## src/rtl/spi_pkg.sv

```systemverilog
// Shared types and constants for the SPI initiator and its bit timer.
package spi_pkg;

  // Transaction sequencer states. Encodings are fixed so a checker or a
  // waveform viewer can decode the raw value.
  typedef enum logic [2:0] {
    IDLE       = 3'd0,
    CS_SETUP   = 3'd1,
    SHIFT_CMD  = 3'd2,
    GAP        = 3'd3,
    SHIFT_DATA = 3'd4,
    CS_HOLD    = 3'd5
  } state_e;

  // Direction bit carried in the LSB of the command byte.
  localparam logic RW_READ  = 1'b1;
  localparam logic RW_WRITE = 1'b0;

  // Bits per byte on the wire (command and data bytes alike).
  localparam int FRAME_BITS = 8;

  // Larger of two integers; used to size the shared cycle counters.
  function automatic int max_int(input int a, input int b);
    return (a > b) ? a : b;
  endfunction

endpackage

```

## src/rtl/spi_bit_timer.sv

```systemverilog
// Half-period timer for the SPI clock. While enabled it alternates a low
// and a high phase of CLK_DIV cycles each and counts bits within a byte.
// The strobes mark the clk edge that ends each phase.
module spi_bit_timer
  import spi_pkg::*;
#(
  parameter int CLK_DIV = 16,
  parameter int CNT_W   = 5
) (
  input  logic clk,
  input  logic rst_n,
  input  logic enable,       // count while in a shift state
  input  logic clear,        // return to start of a low phase, bit 0
  output logic phase,        // 0 = low half, 1 = high half (drives sclk)
  output logic rise_strobe,  // this edge drives sclk 0->1
  output logic fall_strobe,  // this edge drives sclk 1->0 (end of bit)
  output logic bit_last      // current bit is the last of the byte
);

  localparam logic [CNT_W-1:0] DIV_LAST = CNT_W'(CLK_DIV - 1);
  localparam logic [2:0]       BIT_LAST = 3'(FRAME_BITS - 1);

  logic [CNT_W-1:0] div_cnt;
  logic [2:0]       bit_cnt;
  logic             half_end;

  assign half_end    = enable && (div_cnt == DIV_LAST);
  assign rise_strobe = half_end && !phase;
  assign fall_strobe = half_end && phase;
  assign bit_last    = (bit_cnt == BIT_LAST);

  // Phase / half-period / bit counting; bit counter wraps 7->0 per byte.
  always_ff @(posedge clk or negedge rst_n) begin
    if (!rst_n) begin
      div_cnt <= '0;
      phase   <= 1'b0;
      bit_cnt <= 3'd0;
    end else if (clear) begin
      div_cnt <= '0;
      phase   <= 1'b0;
      bit_cnt <= 3'd0;
    end else if (enable) begin
      if (half_end) begin
        div_cnt <= '0;
        phase   <= ~phase;
        if (phase) begin
          bit_cnt <= bit_cnt + 3'd1;
        end
      end else begin
        div_cnt <= div_cnt + 1'b1;
      end
    end
  end

endmodule

```

## src/rtl/spi_master.sv

```systemverilog
// SPI mode-0 initiator issuing one command byte {addr, rw} followed by one
// data byte, both MSB first. Writes send wdata; reads send zeros and keep
// the eight MISO samples of the data byte.
//
// Host handshake: start is a request sampled only in IDLE; the transaction
// it launches is marked by busy, and done pulses for exactly one cycle on
// the edge that ends it. A start held high in the done cycle is accepted.
module spi_master
  import spi_pkg::*;
#(
  parameter int CLK_DIV    = 16,
  parameter int GAP_CYCLES = 32
) (
  input  logic       clk,
  input  logic       rst_n,
  input  logic       start,
  input  logic       rw,
  input  logic [6:0] addr,
  input  logic [7:0] wdata,
  output logic       busy,
  output logic       done,
  output logic [7:0] rdata,
  output logic       sclk,
  output logic       cs_n,
  output logic       mosi,
  input  logic       miso
);

  localparam int               CNT_W    = $clog2(max_int(CLK_DIV, GAP_CYCLES) + 1);
  localparam logic [CNT_W-1:0] DIV_LAST = CNT_W'(CLK_DIV - 1);
  localparam logic [CNT_W-1:0] GAP_LAST = CNT_W'((GAP_CYCLES > 0) ? GAP_CYCLES - 1 : 0);
  localparam bit               HAS_GAP  = (GAP_CYCLES > 0);

  state_e           state;
  logic [CNT_W-1:0] cnt;       // CS_SETUP / GAP / CS_HOLD cycle counter
  logic [7:0]       tx_sr;     // outgoing byte, MSB is on mosi
  logic [7:0]       rx_sr;     // incoming MISO samples, LSB newest
  logic [7:0]       wdata_q;
  logic             rw_q;
  logic [7:0]       data_byte; // byte sent in the data phase

  logic shifting;
  logic phase;
  logic rise_strobe;
  logic fall_strobe;
  logic bit_last;

  // A read clocks out zeros during the data byte.
  assign data_byte = (rw_q == RW_READ) ? 8'h00 : wdata_q;
  assign shifting  = (state == SHIFT_CMD) || (state == SHIFT_DATA);

  // sclk is the timer phase register, so it is glitch-free and low
  // whenever the timer is cleared or reset.
  assign sclk = phase;

  spi_bit_timer #(
    .CLK_DIV (CLK_DIV),
    .CNT_W   (CNT_W)
  ) u_bit_timer (
    .clk         (clk),
    .rst_n       (rst_n),
    .enable      (shifting),
    .clear       (!shifting),
    .phase       (phase),
    .rise_strobe (rise_strobe),
    .fall_strobe (fall_strobe),
    .bit_last    (bit_last)
  );

  // Transaction sequencer: owns cs_n, mosi, busy, done and rdata.
  always_ff @(posedge clk or negedge rst_n) begin
    if (!rst_n) begin
      state   <= IDLE;
      cnt     <= '0;
      tx_sr   <= 8'h00;
      rx_sr   <= 8'h00;
      wdata_q <= 8'h00;
      rw_q    <= RW_WRITE;
      busy    <= 1'b0;
      done    <= 1'b0;
      rdata   <= 8'h00;
      cs_n    <= 1'b1;
      mosi    <= 1'b0;
    end else begin
      done <= 1'b0;
      case (state)
        IDLE: begin
          if (start) begin
            tx_sr   <= {addr, rw};
            wdata_q <= wdata;
            rw_q    <= rw;
            busy    <= 1'b1;
            cs_n    <= 1'b0;
            mosi    <= addr[6];  // command bit 7 is driven through CS_SETUP
            cnt     <= '0;
            state   <= CS_SETUP;
          end
        end

        CS_SETUP: begin
          if (cnt == DIV_LAST) begin
            cnt   <= '0;
            state <= SHIFT_CMD;
          end else begin
            cnt <= cnt + 1'b1;
          end
        end

        SHIFT_CMD: begin
          if (fall_strobe) begin
            if (bit_last) begin
              // First data bit is presented as soon as the command ends so
              // it is already stable through the gap.
              tx_sr <= data_byte;
              mosi  <= data_byte[7];
              cnt   <= '0;
              state <= HAS_GAP ? GAP : SHIFT_DATA;
            end else begin
              tx_sr <= {tx_sr[6:0], 1'b0};
              mosi  <= tx_sr[6];
            end
          end
        end

        GAP: begin
          if (cnt == GAP_LAST) begin
            cnt   <= '0;
            state <= SHIFT_DATA;
          end else begin
            cnt <= cnt + 1'b1;
          end
        end

        SHIFT_DATA: begin
          if (rise_strobe && (rw_q == RW_READ)) begin
            rx_sr <= {rx_sr[6:0], miso};
          end
          if (fall_strobe) begin
            if (bit_last) begin
              mosi  <= 1'b0;
              cnt   <= '0;
              state <= CS_HOLD;
            end else begin
              tx_sr <= {tx_sr[6:0], 1'b0};
              mosi  <= tx_sr[6];
            end
          end
        end

        CS_HOLD: begin
          if (cnt == DIV_LAST) begin
            cnt   <= '0;
            cs_n  <= 1'b1;
            busy  <= 1'b0;
            mosi  <= 1'b0;
            done  <= 1'b1;
            if (rw_q == RW_READ) begin
              rdata <= rx_sr;
            end
            state <= IDLE;
          end else begin
            cnt <= cnt + 1'b1;
          end
        end

        default: begin
          state <= IDLE;
        end
      endcase
    end
  end

endmodule
```

## config.mk

```make
export PLATFORM = sky130hd
export DESIGN_NAME = spi_master
export DESIGN_NICKNAME = d
export VERILOG_FILES = /design/src/rtl/spi_pkg.sv /design/src/rtl/spi_bit_timer.sv /design/src/rtl/spi_master.sv
export SDC_FILE = /design/constraint.sdc
export NUM_CORES = 1
export LEC_CHECK = 0
export ABC_AREA = 1
export BUFFER_PORTS_ARGS = -buffer_cell sky130_fd_sc_hd__buf_4
export CORE_ASPECT_RATIO = 1.4
export CORE_MARGIN = 2
export CORE_UTILIZATION = 35
export CTS_BUF_LIST = sky130_fd_sc_hd__clkbuf_8 sky130_fd_sc_hd__clkbuf_16
export DETAILED_ROUTE_END_ITERATION = 8
export PLACE_DENSITY = 0.53
export SYNTH_ARGS = -nofsm -noshare
export SYNTH_HDL_FRONTEND = slang
export SYNTH_HIERARCHICAL = 1
export SYNTH_SLANG_ARGS = --single-unit
```

## constraint.sdc

```tcl
create_clock -name clk -period 3.7 [get_ports clk]
set_input_delay 0.74 -clock clk [delete_from_list [all_inputs] [get_ports clk]]
set_output_delay 0.74 -clock clk [all_outputs]
set_load 0.05 [all_outputs]
```

* Word level (Yosys, flattened, before mapping) *
Index checks and enable logic that the tools add are counted.

storage, ports and cells
  logic and storage cells = 105
  register bits = 55
  bits in read-only memories = 0
  memories = 0
  latch bits = 0
  bits in writable memories = 0
  output and inout bits = 13

cells by class
  bitwise operators = 1
  shift operators = 0
  $add $sub $neg = 3
  magnitude comparators = 0
  equality and inequality tests = 22
  reduce and logical (&&, ||, !) cells = 22
  divide/modulo/power cells = 0
  multiplexer cells = 43
  multipliers = 0

operators with widths
  kind                                                                    count
  6-bit two-way mux                                                       7
  7-bit two-way mux                                                       5
  3-bit two-way mux                                                       11
  6-bit case mux with 4 select lines                                      1
  2-bit != test (second input constant)                                   11
  7-bit case mux with 3 select lines                                      1
  3-bit case mux with 6 select lines                                      1
  1-bit two-way mux                                                       13
  6-bit by 1-bit adder with 6-bit output (second input constant)          2
  6-bit by 4-bit equality test with 1-bit output (second input constant)  2
  5-bit AND reduction                                                     2
  3-bit equality test (second input constant)                             3
  8-bit two-way mux                                                       1
  8-bit AND reduction                                                     1
  4-bit nonzero test                                                      2
  3-bit by 2-bit equality test with 1-bit output (second input constant)  2
  6-bit by 5-bit equality test with 1-bit output (second input constant)  1
  2-bit AND reduction                                                     3
  3-bit AND reduction                                                     2
  1-bit logical AND                                                       4
  2-bit by 1-bit != test with 1-bit output (second input constant)        2
  1-bit case mux with 2 select lines                                      2
  1-bit case mux with 4 select lines                                      1
  4-bit AND reduction                                                     1
  9 further kinds                                                         10

* Depth between registers and ports, before layout *
  depth after elaboration = 6
  mapped depth = 15
  depth with buffers taken out = 14

* By module *
The synthesis kept the hierarchy.

by module, submodules not included
  module         area an instance (µm²)  times used  cells an instance
  spi_master     2284.7                  1           296
  spi_bit_timer  559.3                   1           71

* Worst setup path before layout *
Ideal clock, no wire load.

  path kind = reg2reg
  start = reg state[1]
  end = reg tx_sr[0]
  arrival = 2007 ps
  stages on the path, launching flop included = 15
  required time = 3584 ps
  slack = 1577 ps
  path buffers = 0
  clock period less this slack = 2123 ps
  cell sequence = dfrtp_1 -> nor2_2 -> nand2_1 -> nand2_1 -> nand2_2 -> nor2_4 -> nand2_2 -> inv_1 -> inv_1 -> nand3_1 -> nand3_2 -> nor2_2 -> inv_2 -> nand2_1 -> nand2_1

on the way
  longest elaborated chain between the ends = 6

ends and longest elaborated chain
  item                                                                                   line                 text
  start, declared                                                                        spi_master.sv:34     state_e state;
  start signal, assigned                                                                 spi_master.sv:117    state <= HAS_GAP ? GAP : SHIFT_DATA;
  3-bit by 2-bit equality test with 1-bit output or 3-bit equality test (tied branches)  spi_master.sv:50     assign shifting = (state == SHIFT_CMD) || (state == SHIFT_DATA);
  1-bit logical OR (*)                                                                   spi_master.sv:50
  net shifting                                                                           spi_master.sv:42     logic shifting;
  1-bit logical AND (*)                                                                  spi_bit_timer.sv:27  assign half_end = enable && (div_cnt == DIV_LAST);
  1-bit logical AND (*)                                                                  spi_bit_timer.sv:29  assign fall_strobe = half_end && phase;
  net fall_strobe                                                                        spi_master.sv:45     logic fall_strobe;
  2-bit != test (no source line)                                                         --
  5-bit AND reduction (no source line) (*)                                               --
  end signal, assigned                                                                   spi_master.sv:89     tx_sr <= {addr, rw};
  end signal, assigned                                                                   spi_master.sv:114    tx_sr <= data_byte;
  end signal, assigned                                                                   spi_master.sv:119    tx_sr <= {tx_sr[6:0], 1'b0};
  end, declared                                                                          spi_master.sv:36     logic [7:0] tx_sr;

Mark *: on every way through the listed nets, which the timed path passes. The rest lies on a longest branch.
A chain may end at the register's enable or synchronous reset.

* Worst setup path after layout *
  start = reg state[1]
  end = reg tx_sr[6]

The elaborated chain is that of the path after synthesis.

==> results.sh <==
export IMPL_rr_startpoint="state[1]$_DFFE_PN0P_"
export IMPL_cts_hold_buf=0
export IMPL_r2r_end="tx_sr[6]$_DFFE_PN0P_"
export IMPL_path_buf_inv=3
export IMPL_grt_ovfl_total=0
export IMPL_cts_path_max_buffers=2
export IMPL_rsz0062_at_grt="no"
export IMPL_grt_pass1_wl_mm=10.3
export IMPL_first_global_vias=2279
export IMPL_p_int_mw=0.823
export IMPL_avgSynthCellArea_um2=7.75
export IMPL_wirelength_mm=5.99
export IMPL_htree_num_levels=2
export IMPL_p_per_area_nw_per_um2=322
export IMPL_dp_hpwl_mm=4.29
export IMPL_r2r_setup_slack_ps=1210
export IMPL_leakage_nw=1.74
export IMPL_path_depth=14
export IMPL_p_clk_share_pct=40.5
export IMPL_finalSetupTns_ps=0
export IMPL_nets=425
export IMPL_clock_skew_ps=9.46
export IMPL_synth_seq_area_share_pct=48.4
export IMPL_hp_class="primary input to async pin"
export IMPL_die_w_um=80.2
export IMPL_initial_core_util_pct=36.5
export IMPL_cp_end_kind="register"
export IMPL_syn_num_nets=391
export IMPL_cts_made_buffers=5
export IMPL_synth_seq_cells=55
export IMPL_fmax_ghz=0.402
export IMPL_post_drt_wl_per_cell_um=11.9
export IMPL_cts_num_sinks=55
export IMPL_dr_first_iter_drc_count=103
export IMPL_maxCapViolations=0
export IMPL_port_buffers=32
export IMPL_crit_top_cell="nand2_1"
export IMPL_path_class="register to register"
export IMPL_reg2reg_depth=14
export IMPL_status="finished clean"
export IMPL_post_cts_buffers=0
export IMPL_seqPwrFrac_pct=56.8
export IMPL_postCtsResizedCells=0
export IMPL_met1_usage_pct=17.8
export IMPL_place_gp_congestion=0.896
export IMPL_synth_cell_area_um2=2840
export IMPL_top_usage_layer="met2"
export IMPL_area_delta_synth_final_pct=15.8
export IMPL_timing_final_max_slew_violations=0
export IMPL_post_route_period_util_pct=67.2
export IMPL_ir_worst_vdd_mv=0.279
export IMPL_rows=38
export IMPL_finalSetupViolations=0
export IMPL_antenna_found_initial=0
export IMPL_drtAntennaViolNets=0
export IMPL_first_pass_iters=4
export IMPL_hold_violations=0
export IMPL_timing_hold_ws_ps=446
export IMPL_yosysWarnings=6
export IMPL_clk_pin_slew_ps=110
export IMPL_nFillCells=850
export IMPL_clk_latency_ps=320
export IMPL_cp_max_fo=11
export IMPL_vias_per_cell=4.75
export IMPL_die_y_um=111
export IMPL_synthCells=367
export IMPL_post_route_min_period_ps=2490
export IMPL_swShare_pct=22.3
export IMPL_grt_max_degree=56
export IMPL_synth_distinct_cells=27
export IMPL_combinationalPowerShare_pct=2.7
export IMPL_cp_slowest_cell="dfrtp_1"
export IMPL_drc_errors=0
export IMPL_worst_path_dominant_cell_family="simple AND/OR/NAND/NOR gates"
export IMPL_cts_root_buf="clkbuf_8"
export IMPL_core_um2=7800
export IMPL_ios=33
export IMPL_grt_usage_pct=14.6
export IMPL_die_area_um2=8870
export IMPL_slew_headroom_pct=52.8
export IMPL_worst_pin_slew_ps=708
export IMPL_dr_total_vias=2385
export IMPL_drive_above_1_share_pct=17.7
export IMPL_endpoint="tx_sr[6]$_DFFE_PN0P_"
export IMPL_crit_chain="nor2_2 > nand2_1 > nand2_1 > nand2_2 > nor2_4 > nand2_2 > inv_1 > inv_1 > nand3_1 > nand3_2 > nor2_2 > inv_2 > nand2_1 > nand2_1"
export IMPL_use_met3_pct=3.01
export IMPL_num_antenna_cells=0
export IMPL_cts_tree="built"
export IMPL_met2_usage_pct=24.4
export IMPL_startpoint="state[1]$_DFFE_PN0P_"
export IMPL_max_stage_delay_ps=490
export IMPL_startpoint_type="register"
export IMPL_worstPathRequired_ps=3920
export IMPL_p_sw_mw=0.236
export IMPL_crit_arrival_ps=2710
[cells in the mapped netlist]
cell / n / area share (%)
o21ai_1: 1 / 0.18
nand2_1: 127 / 17
ha_1: 4 / 1.8
nand4_1: 4 / 0.88
dfrtp_1: 54 / 48
xor2_1: 2 / 0.62
clkbuf_1: 1 / 0.13
buf_2: 2 / 0.35
o22ai_1: 1 / 0.22
nand3_2: 3 / 1.1
nand2_2: 6 / 1.3
nand3_1: 35 / 6.2
buf_6: 2 / 0.79
o21a_1: 1 / 0.26
a21oi_1: 5 / 0.88
nor2_2: 6 / 1.3
nor3_1: 4 / 0.70
nand2_4: 1 / 0.40
inv_2: 3 / 0.40
o21ai_2: 7 / 2.2
nor3b_1: 1 / 0.26
clkinv_1: 1 / 0.13
nor2_4: 4 / 1.6
dfstp_2: 1 / 0.92
inv_1: 42 / 5.5
o21ai_0: 28 / 4.9
nor2_1: 21 / 2.8
[routing by layer]
layer / routed length, um / vias up
met5: 0 / -
met4: 160 / 0
met3: 184 / 8
met2: 3010 / 27
met1: 2640 / 1119
li1: - / 1231
[flip-flops by register name, summed over array words and instances (netlist names), 3 cells and up]
signal	flops
rx_sr	8
u_bit_timer/div_cnt	6
tx_sr	7
state	3
u_bit_timer/bit_cnt	3
cnt	6
rdata	8
wdata_q	8
[how the worst min path moves through the flow]
stage	from	to	slack, ps	cells past startpoint
finish	rst_n	rdata[3]$_DFFE_PN0P_	450	1
global route	rst_n	rdata[3]$_DFFE_PN0P_	520	1
CTS	rst_n	rdata[3]$_DFFE_PN0P_	470	1
detailed placement	rdata[3]$_DFFE_PN0P_	rdata[3]$_DFFE_PN0P_	470	2
global placement	rx_sr[4]$_DFFE_PN0P_	rx_sr[4]$_DFFE_PN0P_	470	2
floorplan	rst_n	busy$_DFFE_PN0P_	440	0
[layout make-up]
| type | count | area (um^2) | share of cell area [%] |
|---|---|---|---|
| clock inverter | 3 | 50.0 | 1.52 |
| sequential | 55 | 1380 | 41.8 |
| tap | 100 | 125 | 3.80 |
| multi-input combinational | 261 | 1260 | 38.2 |
| inverter | 46 | 173 | 5.25 |
| timing repair buffer | 32 | 240 | 7.30 |
| clock buffer | 5 | 68.8 | 2.09 |
[cell families after synthesis]
family | count (synthesis) | share of synthesized area [%]
fa+ha+maj | 4 | 1.76
xor+xnor | 2 | 0.616
simple gates | 212 | 33.2
flops | 55 | 48.4
buf+inv | 51 | 7.35
compound gates | 43 | 8.62
[per-stage QoR]
stage          power (mW)  std cells  util [%]  cell area (um^2)  setup slack, ps
2_1_floorplan       0.615        367         -              2840             1580
3_3_place_gp        0.643        494      40.7              3170             1340
3_5_place_dp        0.643        494      40.7              3170             1200
4_1_cts              1.08        502      42.2              3290             1190
5_1_grt              1.10        502      42.2              3290              899
6_report             1.06        502      42.2              3290             1210
[power groups by stage]
stage                     combinational (mW)  clock, mW  sequential [mW]
final                                 0.0285      0.429            0.601
after global placement                0.0299          0            0.613
after CTS                             0.0303      0.450            0.602
after detailed placement              0.0302          0            0.613
after floorplan                      0.00127          0            0.613
after global routing                  0.0331      0.461            0.602
[worst register-to-register path, delay by kind of cell (launching register included)]
family,cells,cell delay [ps]
buffers and inverters,3,240
flip-flops,1,490
AND/OR/NAND/NOR,11,1660
[layout by cell type, fill, tap and decap left out, drive strengths merged]
cell,count
nand2,134
dfrtp,54
inv,47
nand3,38
o21ai,36
buf,32
nor2,31
a21oi,5
clkbuf,5
nand4,4
ha,4
nor3,4
xor2,2
o21a,1
o22ai,1
bufinv,1
dfstp,1
clkinv,1
nor3b,1
No activity file was read; power rests on OpenSTA's default activity.
